[src/rtl/host_cnt.sv]
`default_nettype none
// =============================================================================
// Module      : host_cnt
// Description : Loadable up-counter with terminal-count compare flag.
// Revision    : 1.0 - initial release
// =============================================================================
module host_cnt #(
    parameter int WIDTH = 16
) (
    input  wire logic             clk,
    input  wire logic             rst_n,
    input  wire logic             load,
    input  wire logic [WIDTH-1:0] load_val,
    input  wire logic             en,
    input  wire logic [WIDTH-1:0] term,
    output logic                  tc
);

    logic [WIDTH-1:0] r_count;

    always_ff @(posedge clk) begin
        if (!rst_n) begin
            r_count <= '0;
        end else if (load) begin
            r_count <= load_val;
        end else if (en) begin
            r_count <= r_count + WIDTH'(1);
        end
    end

    assign tc = (r_count == term);

endmodule
`default_nettype wire

[config.mk]
export PLATFORM = sky130hd
export DESIGN_NAME = host_cnt
export DESIGN_NICKNAME = d
export VERILOG_FILES = /design/src/rtl/host_cnt.sv
export SDC_FILE = /design/constraint.sdc
export NUM_CORES = 1
export LEC_CHECK = 0
export BUFFER_PORTS_ARGS = -buffer_cell sky130_fd_sc_hd__buf_2
export CAP_MARGIN = 20
export CORE_UTILIZATION = 30
export CTS_BUF_LIST = sky130_fd_sc_hd__clkbuf_16
export DETAILED_ROUTE_END_ITERATION = 8
export MAX_ROUTING_LAYER = met4
export SKIP_CTS_REPAIR_TIMING = 1
export SYNTH_ARGS = -nofsm -noshare
export SYNTH_HDL_FRONTEND = slang
export SYNTH_SLANG_ARGS = --single-unit
[constraint.sdc]
create_clock -name clk -period 4.8 [get_ports clk]
set_input_delay 0.72 -clock clk [delete_from_list [all_inputs] [get_ports clk]]
set_output_delay 0.72 -clock clk [all_outputs]
set_load 0.02 [all_outputs]
==> results of run 1 <==
## critical path, delay by kind of cell
family                 cells  cell delay (ns)
XOR/XNOR                   1             0.12
AND/OR/NAND/NOR            2             0.46
buffers and inverters      2             0.32
## synthesized netlist by cell type (all sizes together)
| library cell | count |
|---|---|
| nor2b | 4 |
| nor3 | 1 |
| o31ai | 4 |
| nand4 | 10 |
| or3 | 2 |
| xor2 | 1 |
| a211oi | 4 |
| nand2 | 5 |
| inv | 3 |
| ha | 1 |
| o211a | 4 |
| o41a | 4 |
| a21oi | 1 |
| nor3b | 1 |
| nand2b | 4 |
| o21ai | 13 |
| dfxtp | 16 |
| clkbuf | 6 |
| nand3 | 5 |
| nor4 | 6 |
| o21a | 1 |
| or4 | 3 |
| o311a | 1 |
| buf | 4 |
| xnor2 | 19 |
| mux2i | 1 |
| a31oi | 5 |
| nor2 | 5 |
## worst paths after layout
kind	from	to	slack [ns]	cells past startpoint
worst max-delay path	term[13]	tc	2.44	5
worst min-delay path	r_count[9]	r_count[9]	0.56	2
worst max register to register	r_count[0]	r_count[10]	3.04	4
worst min register to register	r_count[9]	r_count[9]	0.56	2
## power groups by stage
| stage | combinational (mW) | clock, mW | sequential [mW] |
|---|---|---|---|
| 5_1_grt | 0.0719 | 0.173 | 0.161 |
| 3_5_place_dp | 0.0648 | 0 | 0.162 |
| 3_3_place_gp | 0.0630 | 0 | 0.161 |
| 4_1_cts | 0.0651 | 0.164 | 0.159 |
| 2_1_floorplan | 0.0467 | 0 | 0.155 |
| 6_report | 0.0643 | 0.161 | 0.159 |
## cells by family after synthesis
kind of cell               after synthesis  share of synthesized area [%]
buffers and inverters                   13                           5.46
and+or+nand+nor                         46                           24.9
adders and majority gates                1                           1.11
AOI/OAI and AO/OA                       37                           23.5
muxes                                    1                          0.892
DFF                                     16                           28.5
xor gates and xnor gates                20                           15.6
## metal layers
layer / track usage, % / vias up / share of wire (%)
met5: - / - / 0
met4: 6.10 / 0 / 1.7
met3: 1.81 / 6 / 5.4
met2: 25.5 / 42 / 50
met1: 19.0 / 553 / 43
li1: - / 569 / -
## final cells by class
type / instances / share of cell area [%]
clock buffers: 3 / 5.42
flip-flops and latches: 16 / 23.1
multi-input cells: 105 / 53.5
well taps: 46 / 4.16
inverters: 3 / 0.813
repair buffers: 36 / 13.0
## stage by stage
step / area [µm²] / hold slack, ns / setup slack (ns) / util (%)
after global routing: 1390 / 0.567 / 2.30 / 39.9
after CTS: 1390 / 0.544 / 2.44 / 39.9
final: 1390 / 0.558 / 2.44 / 39.9
after floorplan: 1120 / 0.504 / 2.41 / -
after global placement: 1310 / 0.522 / 2.48 / 37.8
after detailed placement: 1310 / 0.537 / 2.45 / 37.8
==> impl_metrics.env, run 1 <==
export IMPL_cts_tree="yes"
export IMPL_grt_pass1_wl_um=4770
export IMPL_grt_pass1_vias=1038
export IMPL_seq_area_um2=320
export IMPL_finalHoldViolations=0
export IMPL_p_sw_mw=0.0967
export IMPL_synth_cell_types=31
export IMPL_worst_pin_slew_ns=0.574
export IMPL_largest_register="r_count"
export IMPL_critPathSlowestCell="nor4_1"
export IMPL_die_w_um=63.2
export IMPL_dr_pass1_iters=4
export IMPL_yosysWarnings=0
export IMPL_largest_register_ff_count=16
export IMPL_p_int_mw=0.288
export IMPL_fmax_mhz=424
export IMPL_ios=37
export IMPL_worstPathCellList="buf_2, xnor2_1, nand4_1, nor4_1, buf_2"
export IMPL_avgSynthCellArea_um2=8.38
export IMPL_place_gp_congestion=0.813
export IMPL_rsz0062_at_grt="false"
export IMPL_mostFrequentLayoutCells="buf_2 (36), xnor2_1 (19), dfxtp_1 (16), o21ai_0 (13), nand4_1 (7)"
export IMPL_final_cell_count_no_fill=209
export IMPL_fillers=380
export IMPL_drc_errors=0
export IMPL_grt_total_usage_pct=15.4
export IMPL_vdd_drop_max_mv=0.112
export IMPL_ys_top_cells_by_area="dfxtp_1 (29%), xnor2_1 (15%), o21ai_0 (5.8%)"
export IMPL_cts_made_buffers=3
export IMPL_clock_path_buffers=2
export IMPL_syn2layout_area_growth_pct=23.4
export IMPL_start_util_pct=32.4
export IMPL_root_buffer="clkbuf_16"
export IMPL_power_mw=0.385
export IMPL_final_nets=202
export IMPL_drive_gt1_share_pct=25.8
export IMPL_setup_violations=0
export IMPL_synth_top_area_share_pct=28.5
export IMPL_multi_input_area_um2=741
export IMPL_gr_total_overflow=0
export IMPL_crit_path_start_kind="primary input"
export IMPL_critPathMaxFanout=1
export IMPL_slowest_delay_ns=0.33
export IMPL_hp_class="reg -> reg"
export IMPL_place_inst=206
export IMPL_clk_latency_ns=0.25
export IMPL_grt_max_degree=22
export IMPL_drt_wl_total_um=2910
export IMPL_ys_seq_area_share_pct=28.5
export IMPL_worstPathRequired_ns=4.08
export IMPL_detail_route_vias_per_cell=5.60
export IMPL_vias=1170
export IMPL_drv_slew=0
export IMPL_fp_dieArea_um2=3990
export IMPL_crit_top_cell="buf_2"
export IMPL_clk_pin_slew_ns=0.05
export IMPL_slew_headroom_pct=61.7
export IMPL_pwr_share_comb_pct=16.7
export IMPL_leakage_nw=0.524
export IMPL_syn_cell_area_um2=1120
export IMPL_num_antenna_cells=0
export IMPL_power_frac_seq_pct=41.4
export IMPL_antenna_found_initial=0
export IMPL_antenna_left=0
export IMPL_power_density_nw_per_um2=278
export IMPL_path_class="in -> out"
export IMPL_synth_seq_cells=16
export IMPL_switching_share_pct=25.1
export IMPL_fin_tns_setup_ns=0
export IMPL_rows=21
export IMPL_drtIter0Drc=44
export IMPL_end_kind="output pin"
export IMPL_core_um2=3470
export IMPL_status="finished clean"
export IMPL_clock_skew_final_ns=0.00152
export IMPL_port_buffers=36
export IMPL_syn_inst=134
export IMPL_htree_levels=1
export IMPL_top_regs="r_count: 16 flops"
export IMPL_clkSinkCount=16
export IMPL_final_period_utilization_pct=49.1
export IMPL_period_minus_slack_ns=2.36
export IMPL_syn_nets=171
export IMPL_synth_top_cell_by_area="dfxtp_1"
export IMPL_wl_per_cell_um=13.9
export IMPL_detailed_place_hpwl_um=2150
export IMPL_die_y_um=63.2
export IMPL_cp_data_arrival_time_ns=1.64
export IMPL_layout_commonest_cell="buf_2"
export IMPL_drv_cap=0
export IMPL_clkPwrFrac_pct=41.9
Power figures use the tool's default switching activity.
==> inputs of run 2 (changes only) <==
- clock period: 4.8 -> 2.44 ns (I/O delays scaled with it)
==> impl_metrics.env, run 2 (same netlist as run 1, synthesis figures left out) <==
export IMPL_worst_pin_slew_ns=0.553
export IMPL_drv_cap=0
export IMPL_worstPathCellList="xnor2_1, nand4_1, nor4_1, buf_2"
export IMPL_design_area_um2=1390
export IMPL_die_w_um=63.2
export IMPL_holdPathStages=2
export IMPL_num_antenna_cells=0
export IMPL_place_inst=206
export IMPL_end_kind="output pin"
export IMPL_clock_path_buffers=2
export IMPL_r2r_start="r_count[2]"
export IMPL_drtIter0Drc=36
export IMPL_final_nets=202
export IMPL_power_density_nw_per_um2=549
export IMPL_status="finished clean"
export IMPL_vdd_drop_max_mv=0.204
export IMPL_clock_skew_final_ns=0.00390
export IMPL_antenna_found_initial=0
export IMPL_p_int_mw=0.569
export IMPL_antenna_left=0
export IMPL_htree_levels=1
export IMPL_slew_headroom_pct=63.1
export IMPL_top_regs="r_count: 16 flops"
export IMPL_dr_pass1_iters=4
export IMPL_drc_errors=0
export IMPL_finalHoldViolations=0
export IMPL_path_class="reg -> out"
export IMPL_rows=21
export IMPL_detail_route_vias_per_cell=5.42
export IMPL_hp_start="load_val[1]"
export IMPL_core_um2=3470
export IMPL_crit_family="flip-flops"
export IMPL_slowest_delay_ns=0.44
export IMPL_cts_tree="yes"
export IMPL_rr_endpoint="r_count[9]"
export IMPL_rsz0062_at_grt="false"
export IMPL_crit_path_start_kind="flop"
export IMPL_fin_tns_setup_ns=0
export IMPL_drt_wl_total_um=2820
export IMPL_vias=1138
export IMPL_pwr_share_comb_pct=16.7
export IMPL_fillers=372
export IMPL_critPathMaxFanout=5
export IMPL_clkPwrFrac_pct=42.2
export IMPL_gr_total_overflow=0
export IMPL_clk_pin_slew_ns=0.05
export IMPL_start_util_pct=32.4
export IMPL_min_to="r_count[1]"
export IMPL_critPathSlowestCell="dfxtp_1"
export IMPL_power_frac_seq_pct=41.0
export IMPL_die_y_um=63.2
export IMPL_grt_pass1_vias=1080
export IMPL_postPlaceCellArea_um2=1310
export IMPL_ios=37
export IMPL_grt_total_usage_pct=15.2
export IMPL_root_buffer="clkbuf_16"
export IMPL_syn2layout_area_growth_pct=23.7
export IMPL_period_minus_slack_ns=1.82
export IMPL_r2r_slack_ns=0.68
export IMPL_fp_dieArea_um2=3990
export IMPL_cp_data_arrival_time_ns=1.45
export IMPL_final_cell_count_no_fill=210
export IMPL_grt_max_degree=22
export IMPL_setup_violations=0
export IMPL_clkSinkCount=16
export IMPL_clk_latency_ns=0.24
export IMPL_leakage_nw=0.525
export IMPL_p_sw_mw=0.193
export IMPL_mostFrequentLayoutCells="buf_2 (36), xnor2_1 (19), dfxtp_1 (16), o21ai_0 (13), nand4_1 (7)"
export IMPL_wl_per_cell_um=13.4
export IMPL_grt_pass1_wl_um=4620
export IMPL_reg2reg_depth=3
export IMPL_largest_register="r_count"
export IMPL_switching_share_pct=25.3
export IMPL_drive_gt1_share_pct=25.6
export IMPL_fmax_mhz=550
export IMPL_cts_made_buffers=3
export IMPL_hp_class="in -> reg"
export IMPL_worstPathRequired_ns=2.07
export IMPL_detailed_place_hpwl_um=2150
export IMPL_layout_commonest_cell="buf_2"
export IMPL_port_buffers=36
export IMPL_cp_num_buf_inv=1
export IMPL_largest_register_ff_count=16
export IMPL_place_gp_congestion=0.803
export IMPL_drv_slew=0
export IMPL_final_period_utilization_pct=74.6
run 2: cell count changes in the layout (fill, tap and decap cells not counted):
cell,delta
clkinv_1,+1
run 2: final cells by class:
cell class                      count  area [µm²]  share of cell area, %
Sequential cell                    16         320                   23.1
Timing Repair Buffer               36         180                   13.0
Clock buffer                        3        75.1                   5.41
Clock inverter                      1        3.75                  0.270
Inverter                            3        11.3                  0.811
Tap cell                           46        57.6                   4.14
Multi-Input combinational cell    105         741                   53.3
run 2: layer usage:
layer,vias to the layer above,track usage [%],wire [µm]
li1,571,-,-
met1,528,16.6,1260
met2,33,25.8,1370
met3,6,2.17,125
met4,0,9.30,68
met5,-,-,0
run 2: metrics by stage:
stage | hold WS (ns) | utilization (%) | total power [mW] | worst slack [ns]
final | 0.346 | 40.0 | 0.762 | 0.620
after CTS | 0.348 | 40.0 | 0.768 | 0.590
after floorplan | 0.504 | - | 0.397 | 0.686
after global routing | 0.359 | 40.0 | 0.797 | 0.508
after detailed placement | 0.535 | 37.8 | 0.446 | 0.726
after global placement | 0.524 | 37.8 | 0.442 | 0.790
run 2: worst reg2reg max path, stage by stage, from the launching register on:
cell and delay [ns]:
dfxtp_1 0.44, nand4_2 0.41, or4_1 0.63, a31oi_1 0.19
run 2: power by group through the flow:
stage	Clock, mW	Sequential (mW)	Combinational (mW)
2_1_floorplan	0	0.305	0.0918
3_3_place_gp	0	0.316	0.125
3_5_place_dp	0	0.318	0.128
4_1_cts	0.327	0.312	0.129
5_1_grt	0.339	0.316	0.143
6_report	0.322	0.313	0.128
run 2: how the worst max path moves through the flow:
stage / from / to / slack, ns / depth (start not counted)
after floorplan: r_count[0] / tc / 0.69 / 4
after global placement: r_count[2] / r_count[9] / 0.79 / 3
after detailed placement: r_count[0] / r_count[10] / 0.73 / 4
after CTS: r_count[6] / tc / 0.59 / 4
after global routing: r_count[6] / tc / 0.51 / 4
final: r_count[6] / tc / 0.62 / 4
==> inputs of run 3 (changes only) <==
- clock period: 2.44 -> 1.9 ns (I/O delays scaled with it)
==> impl_metrics.env, run 3 (same netlist as run 1, synthesis figures left out) <==
export IMPL_num_antenna_cells=0
export IMPL_grt_pass1_vias=1101
export IMPL_hold_ws_ns=0.265
export IMPL_die_y_um=63.2
export IMPL_start_util_pct=32.4
export IMPL_final_period_utilization_pct=92.2
export IMPL_drive_gt1_share_pct=28.7
export IMPL_clk_pin_slew_ns=0.05
export IMPL_cts_made_buffers=3
export IMPL_antenna_found_initial=0
export IMPL_worst_pin_slew_ns=0.547
export IMPL_detailed_place_hpwl_um=2220
export IMPL_largest_register_ff_count=16
export IMPL_vdd_drop_max_mv=0.263
export IMPL_path_class="reg -> out"
export IMPL_root_buffer="clkbuf_16"
export IMPL_slew_headroom_pct=63.5
export IMPL_dr_pass1_iters=4
export IMPL_antenna_left=0
export IMPL_gr_total_overflow=0
export IMPL_syn2layout_area_growth_pct=26.5
export IMPL_detail_route_vias_per_cell=5.20
export IMPL_cp_data_arrival_time_ns=1.47
export IMPL_clock_skew_final_ns=0.00175
export IMPL_fp_dieArea_um2=3990
export IMPL_layout_commonest_cell="buf_2"
export IMPL_critPathMaxFanout=5
export IMPL_clk_latency_ns=0.25
export IMPL_clkSinkCount=16
export IMPL_cts_tree="yes"
export IMPL_finalHoldViolations=0
export IMPL_rows=21
export IMPL_power_density_nw_per_um2=698
export IMPL_vias=1107
export IMPL_status="finished clean"
export IMPL_top_regs="r_count: 16 flops"
export IMPL_die_w_um=63.2
export IMPL_seq_area_um2=323
export IMPL_wl_per_cell_um=13.9
export IMPL_hp_start="load_val[0]"
export IMPL_drv_cap=0
export IMPL_drt_wl_total_um=2960
export IMPL_fin_tns_setup_ns=0
export IMPL_r2r_start="r_count[4]"
export IMPL_fmax_mhz=571
export IMPL_crit_path_start_kind="flop"
export IMPL_hp_class="in -> reg"
export IMPL_period_minus_slack_ns=1.75
export IMPL_end_kind="output pin"
export IMPL_drc_errors=0
export IMPL_drtIter0Drc=32
export IMPL_core_um2=3470
export IMPL_crit_start="r_count[0]"
export IMPL_drv_slew=0
export IMPL_worstPathRequired_ns=1.62
export IMPL_largest_register="r_count"
export IMPL_mostFrequentLayoutCells="buf_2 (36), xnor2_1 (19), dfxtp_1 (14), o21ai_0 (13), nand4_1 (7)"
export IMPL_setup_violations=0
export IMPL_grt_total_usage_pct=16.5
export IMPL_place_gp_congestion=0.888
export IMPL_clock_path_buffers=2
export IMPL_grt_max_degree=22
export IMPL_htree_levels=1
export IMPL_port_buffers=36
export IMPL_leakage_nw=0.541
export IMPL_ios=37
export IMPL_grt_pass1_wl_um=5000
export IMPL_final_nets=205
export IMPL_rsz0062_at_grt="false"
export IMPL_fillers=380
export IMPL_multi_input_area_um2=747
[run 3: cell types whose count changed in the layout (fill, tap and decap cells not counted)]
| cell | delta |
|---|---|
| buf_4 | +3 |
| nor4_2 | +1 |
| dfxtp_1 | -2 |
| dfxtp_2 | +2 |
| nor4_1 | -1 |
[run 3: power by group]
group / switching (mW) / internal [mW] / total (mW) / leakage [nW]
combinational: 0.0830 / 0.0970 / 0.180 / 0.369
sequential: 0.0342 / 0.362 / 0.396 / 0.134
clock: 0.136 / 0.279 / 0.416 / 0.0385
total: 0.254 / 0.738 / 0.992 / 0.541
[run 3: final timing paths]
kind                 end  slack (ns)  cells past startpoint
max reg2reg   r_count[9]        0.19                      3
min reg2reg  r_count[10]        0.54                      2
max                   tc        0.15                      5
min           r_count[0]        0.27                      2
[run 3: cell type report]
cell class / instances / area share, %
multi-input cells: 105 / 52.6
flip-flops and latches: 16 / 22.7
repair buffers: 39 / 14.3
clock buffers: 3 / 5.29
well taps: 46 / 4.05
inverters: 3 / 0.793
clock inverters: 1 / 0.264
[run 3: metal layers]
layer	up-vias	share of wire [%]	GRT usage, %
met1	503	47	19.5
li1	569	-	-
met2	27	48	27.2
met3	8	3.0	2.17
met5	-	0	-
met4	0	2.5	8.43
[run 3: worst max-delay path: stages (launching register included)]
cell and delay [ns]:
dfxtp_1 0.31, buf_4 0.16, xnor2_1 0.17, nand4_1 0.14
nor4_2 0.25, buf_2 0.19
[run 3: through the flow]
stage                     utilization [%]  total power [mW]  worst slack (ns)  cells  instance area, µm²
after detailed placement             38.4             0.580             0.227    209                1330
after global placement               38.4             0.576             0.285    209                1330
after floorplan                         -             0.509             0.227    134                1120
after CTS                            40.7             0.995             0.107    213                1410
after global routing                 40.9              1.04            0.0222    213                1420
final                                40.9             0.992             0.148    213                1420
